[config.mk]
export PLATFORM = sky130hd
export DESIGN_NAME = btb_bimodal_predictor_flat
export DESIGN_NICKNAME = d
export VERILOG_FILES = /design/src/rtl/btb_pkg.sv /design/src/rtl/btb_bimodal_predictor_if.sv /design/src/rtl/btb_sat_counter.sv /design/src/rtl/btb_bimodal_predictor.sv /design/src/flat_wrapper.sv
export SDC_FILE = /design/constraint.sdc
export NUM_CORES = 2
export LEC_CHECK = 0
export BUFFER_PORTS_ARGS = -buffer_cell sky130_fd_sc_hd__buf_4
export CORE_MARGIN = 4
export CORE_UTILIZATION = 60
export DETAILED_ROUTE_END_ITERATION = 10
export HOLD_SLACK_MARGIN = 0.08
export PLACE_DENSITY = 0.76
export SETUP_SLACK_MARGIN = 0.15
export SLEW_MARGIN = 20
export SYNTH_ARGS = -nofsm -noshare
export SYNTH_HDL_FRONTEND = slang
export SYNTH_SLANG_ARGS = --single-unit
[constraint.sdc]
create_clock -name clk -period 72.3 [get_ports clk]
set_input_delay 3.615 -clock clk [delete_from_list [all_inputs] [get_ports clk]]
set_output_delay 3.615 -clock clk [all_outputs]
set_load 0.005 [all_outputs]
[src/rtl/btb_pkg.sv]
// Shared types and constants for the bimodal branch target buffer.
package btb_pkg;

    typedef enum logic {
        IDLE  = 1'b0,
        CLEAR = 1'b1
    } state_t;

    // Ceiling log2, used to size the index field from the entry count.
    function automatic int clog2(input int n);
        int r;
        r = 0;
        while ((1 << r) < n) r++;
        return r;
    endfunction

    // Weakly not-taken: MSB clear, all lower bits set.
    function automatic int cnt_reset(input int w);
        return (1 << (w - 1)) - 1;
    endfunction

    // Weakly taken: MSB set, all lower bits clear.
    function automatic int cnt_alloc(input int w);
        return 1 << (w - 1);
    endfunction

    // Saturation ceiling: all ones.
    function automatic int cnt_max(input int w);
        return (1 << w) - 1;
    endfunction

endpackage

[src/rtl/btb_bimodal_predictor_if.sv]
// Lookup, update and invalidate signals between the fetch/execute stages and the BTB.
interface btb_bimodal_predictor_if #(
    parameter int PC_W = 32
);
    logic            lookup_valid_unused_placeholder_n;
    logic [PC_W-1:0] lookup_pc;
    logic            lookup_hit;
    logic            pred_taken;
    logic [PC_W-1:0] pred_target;
    logic            upd_valid;
    logic [PC_W-1:0] upd_pc;
    logic            upd_taken;
    logic [PC_W-1:0] upd_target;
    logic            clear_req;
    logic            busy;

    // Pipeline side: issues lookups, updates and clear requests.
    modport master (
        output lookup_pc, upd_valid, upd_pc, upd_taken, upd_target, clear_req,
        input  lookup_hit, pred_taken, pred_target, busy
    );

    // Predictor side.
    modport slave (
        input  lookup_pc, upd_valid, upd_pc, upd_taken, upd_target, clear_req,
        output lookup_hit, pred_taken, pred_target, busy
    );
endinterface

[src/rtl/btb_sat_counter.sv]
// Next-value logic for an up/down saturating direction counter.
module btb_sat_counter
    import btb_pkg::*;
#(
    parameter int CNT_W = 2
) (
    input  logic [CNT_W-1:0] cnt,
    input  logic             inc,
    input  logic             dec,
    output logic [CNT_W-1:0] cnt_next
);
    localparam logic [CNT_W-1:0] CNT_MAX = CNT_W'(cnt_max(CNT_W));

    // Step toward the requested direction, holding at either rail instead of wrapping.
    always_comb begin
        // NOTE: default assignment first so every path drives cnt_next and no latch is inferred.
        cnt_next = cnt;
        if (inc && !dec && cnt != CNT_MAX)
            cnt_next = cnt + CNT_W'(1);
        else if (dec && !inc && cnt != '0)
            cnt_next = cnt - CNT_W'(1);
    end
endmodule

[src/rtl/btb_bimodal_predictor.sv]
// Direct-mapped BTB with per-entry saturating direction counters and an
// entry-by-entry invalidate walk.
module btb_bimodal_predictor
    import btb_pkg::*;
#(
    parameter int PC_W    = 32,
    parameter int ENTRIES = 32,
    parameter int CNT_W   = 2
) (
    input logic                    clk,
    input logic                    reset,
    btb_bimodal_predictor_if.slave bus
);
    localparam int                 IDX_W    = clog2(ENTRIES);
    localparam int                 TAG_W    = PC_W - IDX_W - 2;
    localparam logic [CNT_W-1:0]   CNT_RST  = CNT_W'(cnt_reset(CNT_W));
    localparam logic [CNT_W-1:0]   CNT_ALC  = CNT_W'(cnt_alloc(CNT_W));
    localparam logic [IDX_W-1:0]   LAST_IDX = IDX_W'(ENTRIES - 1);

    state_t             state;
    logic [IDX_W-1:0]   ptr;
    logic               valid_q  [ENTRIES];
    logic [TAG_W-1:0]   tag_q    [ENTRIES];
    logic [PC_W-1:0]    target_q [ENTRIES];
    logic [CNT_W-1:0]   cnt_q    [ENTRIES];

    logic [IDX_W-1:0]   lk_idx, up_idx;
    logic [TAG_W-1:0]   lk_tag, up_tag;
    logic               lk_hit, up_hit;
    logic [CNT_W-1:0]   up_cnt_next;
    logic               unused_pc_bits;

    // Byte-offset bits never select an entry.
    assign unused_pc_bits = ^{bus.lookup_pc[1:0], bus.upd_pc[1:0]};

    assign lk_idx = bus.lookup_pc[IDX_W+1:2];
    assign lk_tag = bus.lookup_pc[PC_W-1:IDX_W+2];
    assign up_idx = bus.upd_pc[IDX_W+1:2];
    assign up_tag = bus.upd_pc[PC_W-1:IDX_W+2];

    assign up_hit = valid_q[up_idx] && (tag_q[up_idx] == up_tag);
    assign lk_hit = (state == IDLE) && valid_q[lk_idx] && (tag_q[lk_idx] == lk_tag);

    // Lookup reads pre-update state: no bypass from the update port.
    assign bus.lookup_hit  = lk_hit;
    assign bus.pred_taken  = lk_hit && cnt_q[lk_idx][CNT_W-1];
    assign bus.pred_target = lk_hit ? target_q[lk_idx] : '0;
    assign bus.busy        = (state == CLEAR);

    btb_sat_counter #(.CNT_W(CNT_W)) u_cnt (
        .cnt      (cnt_q[up_idx]),
        .inc      (bus.upd_taken),
        .dec      (!bus.upd_taken),
        .cnt_next (up_cnt_next)
    );

    // Single owner of all predictor state: reset, invalidate walk and training.
    always_ff @(posedge clk or posedge reset) begin
        if (reset) begin
            state <= IDLE;
            ptr   <= '0;
            // NOTE: the entry arrays are real flops with a reset, so a freshly reset
            // predictor never hits on stale tags; this is not an inferred RAM.
            for (int i = 0; i < ENTRIES; i++) begin
                valid_q[i]  <= 1'b0;
                tag_q[i]    <= '0;
                target_q[i] <= '0;
                cnt_q[i]    <= CNT_RST;
            end
        end else begin
            // NOTE: non-blocking assignments throughout, so every read in this block
            // sees the pre-edge value regardless of statement order.
            case (state)
                IDLE: begin
                    if (bus.clear_req) begin
                        state <= CLEAR;
                        ptr   <= '0;
                    end else if (bus.upd_valid) begin
                        if (up_hit) begin
                            cnt_q[up_idx] <= up_cnt_next;
                            if (bus.upd_taken)
                                target_q[up_idx] <= bus.upd_target;
                        end else if (bus.upd_taken) begin
                            valid_q[up_idx]  <= 1'b1;
                            tag_q[up_idx]    <= up_tag;
                            target_q[up_idx] <= bus.upd_target;
                            cnt_q[up_idx]    <= CNT_ALC;
                        end
                    end
                end
                CLEAR: begin
                    valid_q[ptr] <= 1'b0;
                    cnt_q[ptr]   <= CNT_RST;
                    ptr          <= ptr + IDX_W'(1);
                    if (ptr == LAST_IDX)
                        state <= IDLE;
                end
                default: state <= IDLE;
            endcase
        end
    end
endmodule

[src/flat_wrapper.sv]
// flat-port wrapper written by rule: the top's interface ports become plain ports
module btb_bimodal_predictor_flat import btb_pkg::*;
#(
    parameter int PC_W    = 32,
    parameter int ENTRIES = 32,
    parameter int CNT_W   = 2
)
  (clk, reset, bus_lookup_pc, bus_upd_valid, bus_upd_pc, bus_upd_taken, bus_upd_target, bus_clear_req, bus_lookup_hit, bus_pred_taken, bus_pred_target, bus_busy);
  btb_bimodal_predictor_if #(.PC_W(PC_W)) bus_i ();
  input logic clk;
  input logic reset;
  input wire logic [$bits(bus_i.lookup_pc)-1:0] bus_lookup_pc;
  input wire logic [$bits(bus_i.upd_valid)-1:0] bus_upd_valid;
  input wire logic [$bits(bus_i.upd_pc)-1:0] bus_upd_pc;
  input wire logic [$bits(bus_i.upd_taken)-1:0] bus_upd_taken;
  input wire logic [$bits(bus_i.upd_target)-1:0] bus_upd_target;
  input wire logic [$bits(bus_i.clear_req)-1:0] bus_clear_req;
  output wire logic [$bits(bus_i.lookup_hit)-1:0] bus_lookup_hit;
  output wire logic [$bits(bus_i.pred_taken)-1:0] bus_pred_taken;
  output wire logic [$bits(bus_i.pred_target)-1:0] bus_pred_target;
  output wire logic [$bits(bus_i.busy)-1:0] bus_busy;
  assign bus_i.lookup_pc = bus_lookup_pc;
  assign bus_i.upd_valid = bus_upd_valid;
  assign bus_i.upd_pc = bus_upd_pc;
  assign bus_i.upd_taken = bus_upd_taken;
  assign bus_i.upd_target = bus_upd_target;
  assign bus_i.clear_req = bus_clear_req;
  assign bus_lookup_hit = bus_i.lookup_hit;
  assign bus_pred_taken = bus_i.pred_taken;
  assign bus_pred_target = bus_i.pred_target;
  assign bus_busy = bus_i.busy;
  btb_bimodal_predictor #(.PC_W(PC_W), .ENTRIES(ENTRIES), .CNT_W(CNT_W)) u_core (.clk(clk), .reset(reset), .bus(bus_i));
endmodule
==> flow_summary.toml <==
[logic_synthesis]
synth_flop_cell = "dfrtp_1"
yosysWarningCount = 0
synthesis.area_um2 = 95500
synth.area.top_cells = "dfrtp_1, mux2_2, mux4_2"
synth_top_area_frac = 0.496
synth_top_family_by_area = "multiplexers"
synth-simple-area-share = 0.0257
synth_xor_xnor_area_share = 0.00294
seq_area_frac_synth = 0.505
synthMuxAreaShare = 0.409
yosys.area.top_type = "dfrtp_1"
synthTopCellsByCount = "dfrtp_1, mux2_2, mux4_2"
synth_edf_count = 0
synth_cells = 6266
async_flop_share = 1.00
ys_seq_elements = 1926
syn_area_per_cell_um2 = 15.2
syn_nets = 6374
synth_compound_area_frac = 0.0239
synth_most_common_cell = "dfrtp_1"
synth_adder_area_share = 0.000917
ys_types = 64

[critical_path]
r2r-end = "u_core.tag_q[462]$_DFFE_PP0P_"
cp.arrival_ns = 10.19
reg2reg_depth = 11
cp-start-kind = "primary input"
worst-setup-path-type = "primary input to primary output"
cp_max_fo = 74
r2r-start = "u_core.tag_q[414]$_DFFE_PP0P_"
endpoint_kind = "primary output"
required_ns = 68.68
rrSetupSlack_ns = 67.27

[cts]
clk_pin_slew_ns = 0.06
htree_num_levels = 4
cts.sinks = 1926
clkLatencyLatePin_ns = 0.86
cts_buffers = 197
cts-root-buf = "clkbuf_16"
cts_tree = "done"
cts_setup_buffers = 0
cts-resized-gates = 0
cts.path.max_buffers = 3
hold_buffers = 0

[outcome]
outcome = "finished, final reports clean"

[global_routing]
grt_pass1_wl_um = 403000
grt_start_max_net_pins = 146
overflow = 0
grt_use_met3 = 0.0734
grt_antenna_before_repair = 12
top_usage_layer = "met2"
use_met1 = 0.463
first_global_vias = 60466
grt_usage = 0.331
grt_util_met2 = 0.507

[hold_path]
hold_depth = 1
min_path_type = "flip-flop to flip-flop"
hp-start = "u_core.target_q[563]$_DFFE_PP0P_"
worstHoldEndpoint = "u_core.target_q[563]$_DFFE_PP0P_"

[timing]
fin_tns_setup_ns = 0
report.final.slew_viol_count = 0
skew_ns = 0.0634
hold_ws_ns = 0.499
max_slew.worst_pin.slew_ns = 1.19
hold_viol = 0
relSlewSlack = 0.205
timing.final.crit_share = 0.191
fmax_mhz = 72.4
setup_viol = 0
fin_crit_ns = 13.80
rsz0062_at_grt = "no"

[cells_and_area]
drive_gt1_frac = 0.489
multi_input_area_um2 = 44400
fin_nets = 6205
fin_area_um2 = 104000
syn_to_final_growth_pct = 8.84
register_area_um2 = 48200
utilization = 0.657
fillers = 11032

[route]
firstDrtPassIters = 6
wire_per_inst_um = 32.5
drtAntennaViolNets = 0
drt_iter0_drc = 6516
routed_wirelength_um = 271000
drc = 0
vias = 58595
vias_per_cell = 7.03

[floorplan]
core_area_um2 = 158000
die_w_um = 407
die_y_um = 407
die_area_um2 = 166000
start_util = 0.604
io_pins = 136
rows = 146

[flow_run]
drv_cap = 0

[place]
hpwl_um = 144000
portBuffers = 131
gp_congestion = 0.860
placed_area_um2 = 97200

[pwr]
powerDensity_nw_per_um2 = 22.7
total_leakage_power_nw = 49.8
vdd_drop_max_uv = 25.1
power.total_w = 0.00236
-- how the worst max path moves through the flow --
stage                          start                   endpoint  slack, ns  cells after the start
floorplan                      reset  u_core.bus.busy$_DFF_PP0_      14.35                      1
global placement    bus_lookup_pc[2]        bus_pred_target[11]      58.54                     13
global route        bus_lookup_pc[2]        bus_pred_target[23]      58.19                     13
detailed placement  bus_lookup_pc[2]        bus_pred_target[23]      58.54                     13
CTS                 bus_lookup_pc[2]        bus_pred_target[23]      58.54                     13
finish              bus_lookup_pc[2]        bus_pred_target[17]      58.50                     13
-- state kept, by name, indices dropped and copies added (netlist names) --
signal	count
u_core.tag_q	800
u_core.bus.busy	1
u_core.cnt_q	64
u_core.target_q	1024
u_core.ptr	5
u_core.valid_q	32
-- logic make-up after synthesis --
logic type / Yosys count
adder cells (fa/ha/maj): 7
AO/OA/AOI/OAI: 351
multiplexers: 2883
buffers and inverters: 650
XOR/XNOR: 32
flip-flops: 1926
AND/OR/NAND/NOR: 417
-- final cells by class --
class	count	area share
flip-flops and latches	1926	0.464
multi-input cells	3690	0.427
clock buffers	306	0.0568
well taps	2072	0.0249
repair buffers	242	0.0189
clock inverters	53	0.00644
inverters	40	0.00152
diodes	8	0.000193
-- through the flow --
step,cells,setup WS (ns)
after floorplan,6266,14.35
after global placement,7967,58.54
after detailed placement,7967,58.54
after CTS,8326,58.54
after global routing,8333,58.19
final,8337,58.50
-- worst max-delay path: stages --
cell and delay, ns:
buf_8 0.65, buf_4 0.81, buf_4 0.80, mux4_2 0.60
mux4_2 0.47, mux2i_1 0.64, xor2_1 0.20, nand4_1 0.51
nor4_1 0.81, nand4_1 0.21, buf_4 0.38, nor2_1 0.21
buf_4 0.13
-- power by group --
part / internal, W / leakage [nW] / total (W) / switching, W
clock network: 0.000588 / 3.23 / 0.00103 / 0.000442
registers: 0.00111 / 26.7 / 0.00114 / 0.0000264
logic: 0.0000784 / 19.9 / 0.000192 / 0.000114
total: 0.00178 / 49.8 / 0.00236 / 0.000582
-- routing by layer --
layer / routed length, um / vias to the layer above
li1: - / 23520
met1: 107000 / 31426
met2: 126000 / 2862
met3: 24300 / 777
met4: 13400 / 10
met5: 69 / -
-- cells in the final DEF, fill, tap and decap left out, types with 9 or more instances in the layout --
master / count
dfrtp_1: 1894
mux2_1: 63
o22ai_1: 220
buf_4: 225
and3_1: 13
mux4_2: 630
clkbuf_1: 54
clkinv_2: 28
mux2i_1: 428
nand3_4: 21
o22a_1: 28
nand2_4: 21
nand2_2: 11
mux2_2: 1762
a22oi_1: 16
nand4_1: 20
xor2_1: 18
dfstp_2: 32
xnor2_1: 14
nand2_1: 131
nor3_1: 10
a21oi_1: 19
o21ai_0: 31
nor4_1: 49
clkbuf_16: 198
nor2_4: 9
inv_1: 39
clkbuf_8: 54
nand3_1: 12
nor2_1: 55
(Power assumes the default switching activity.)
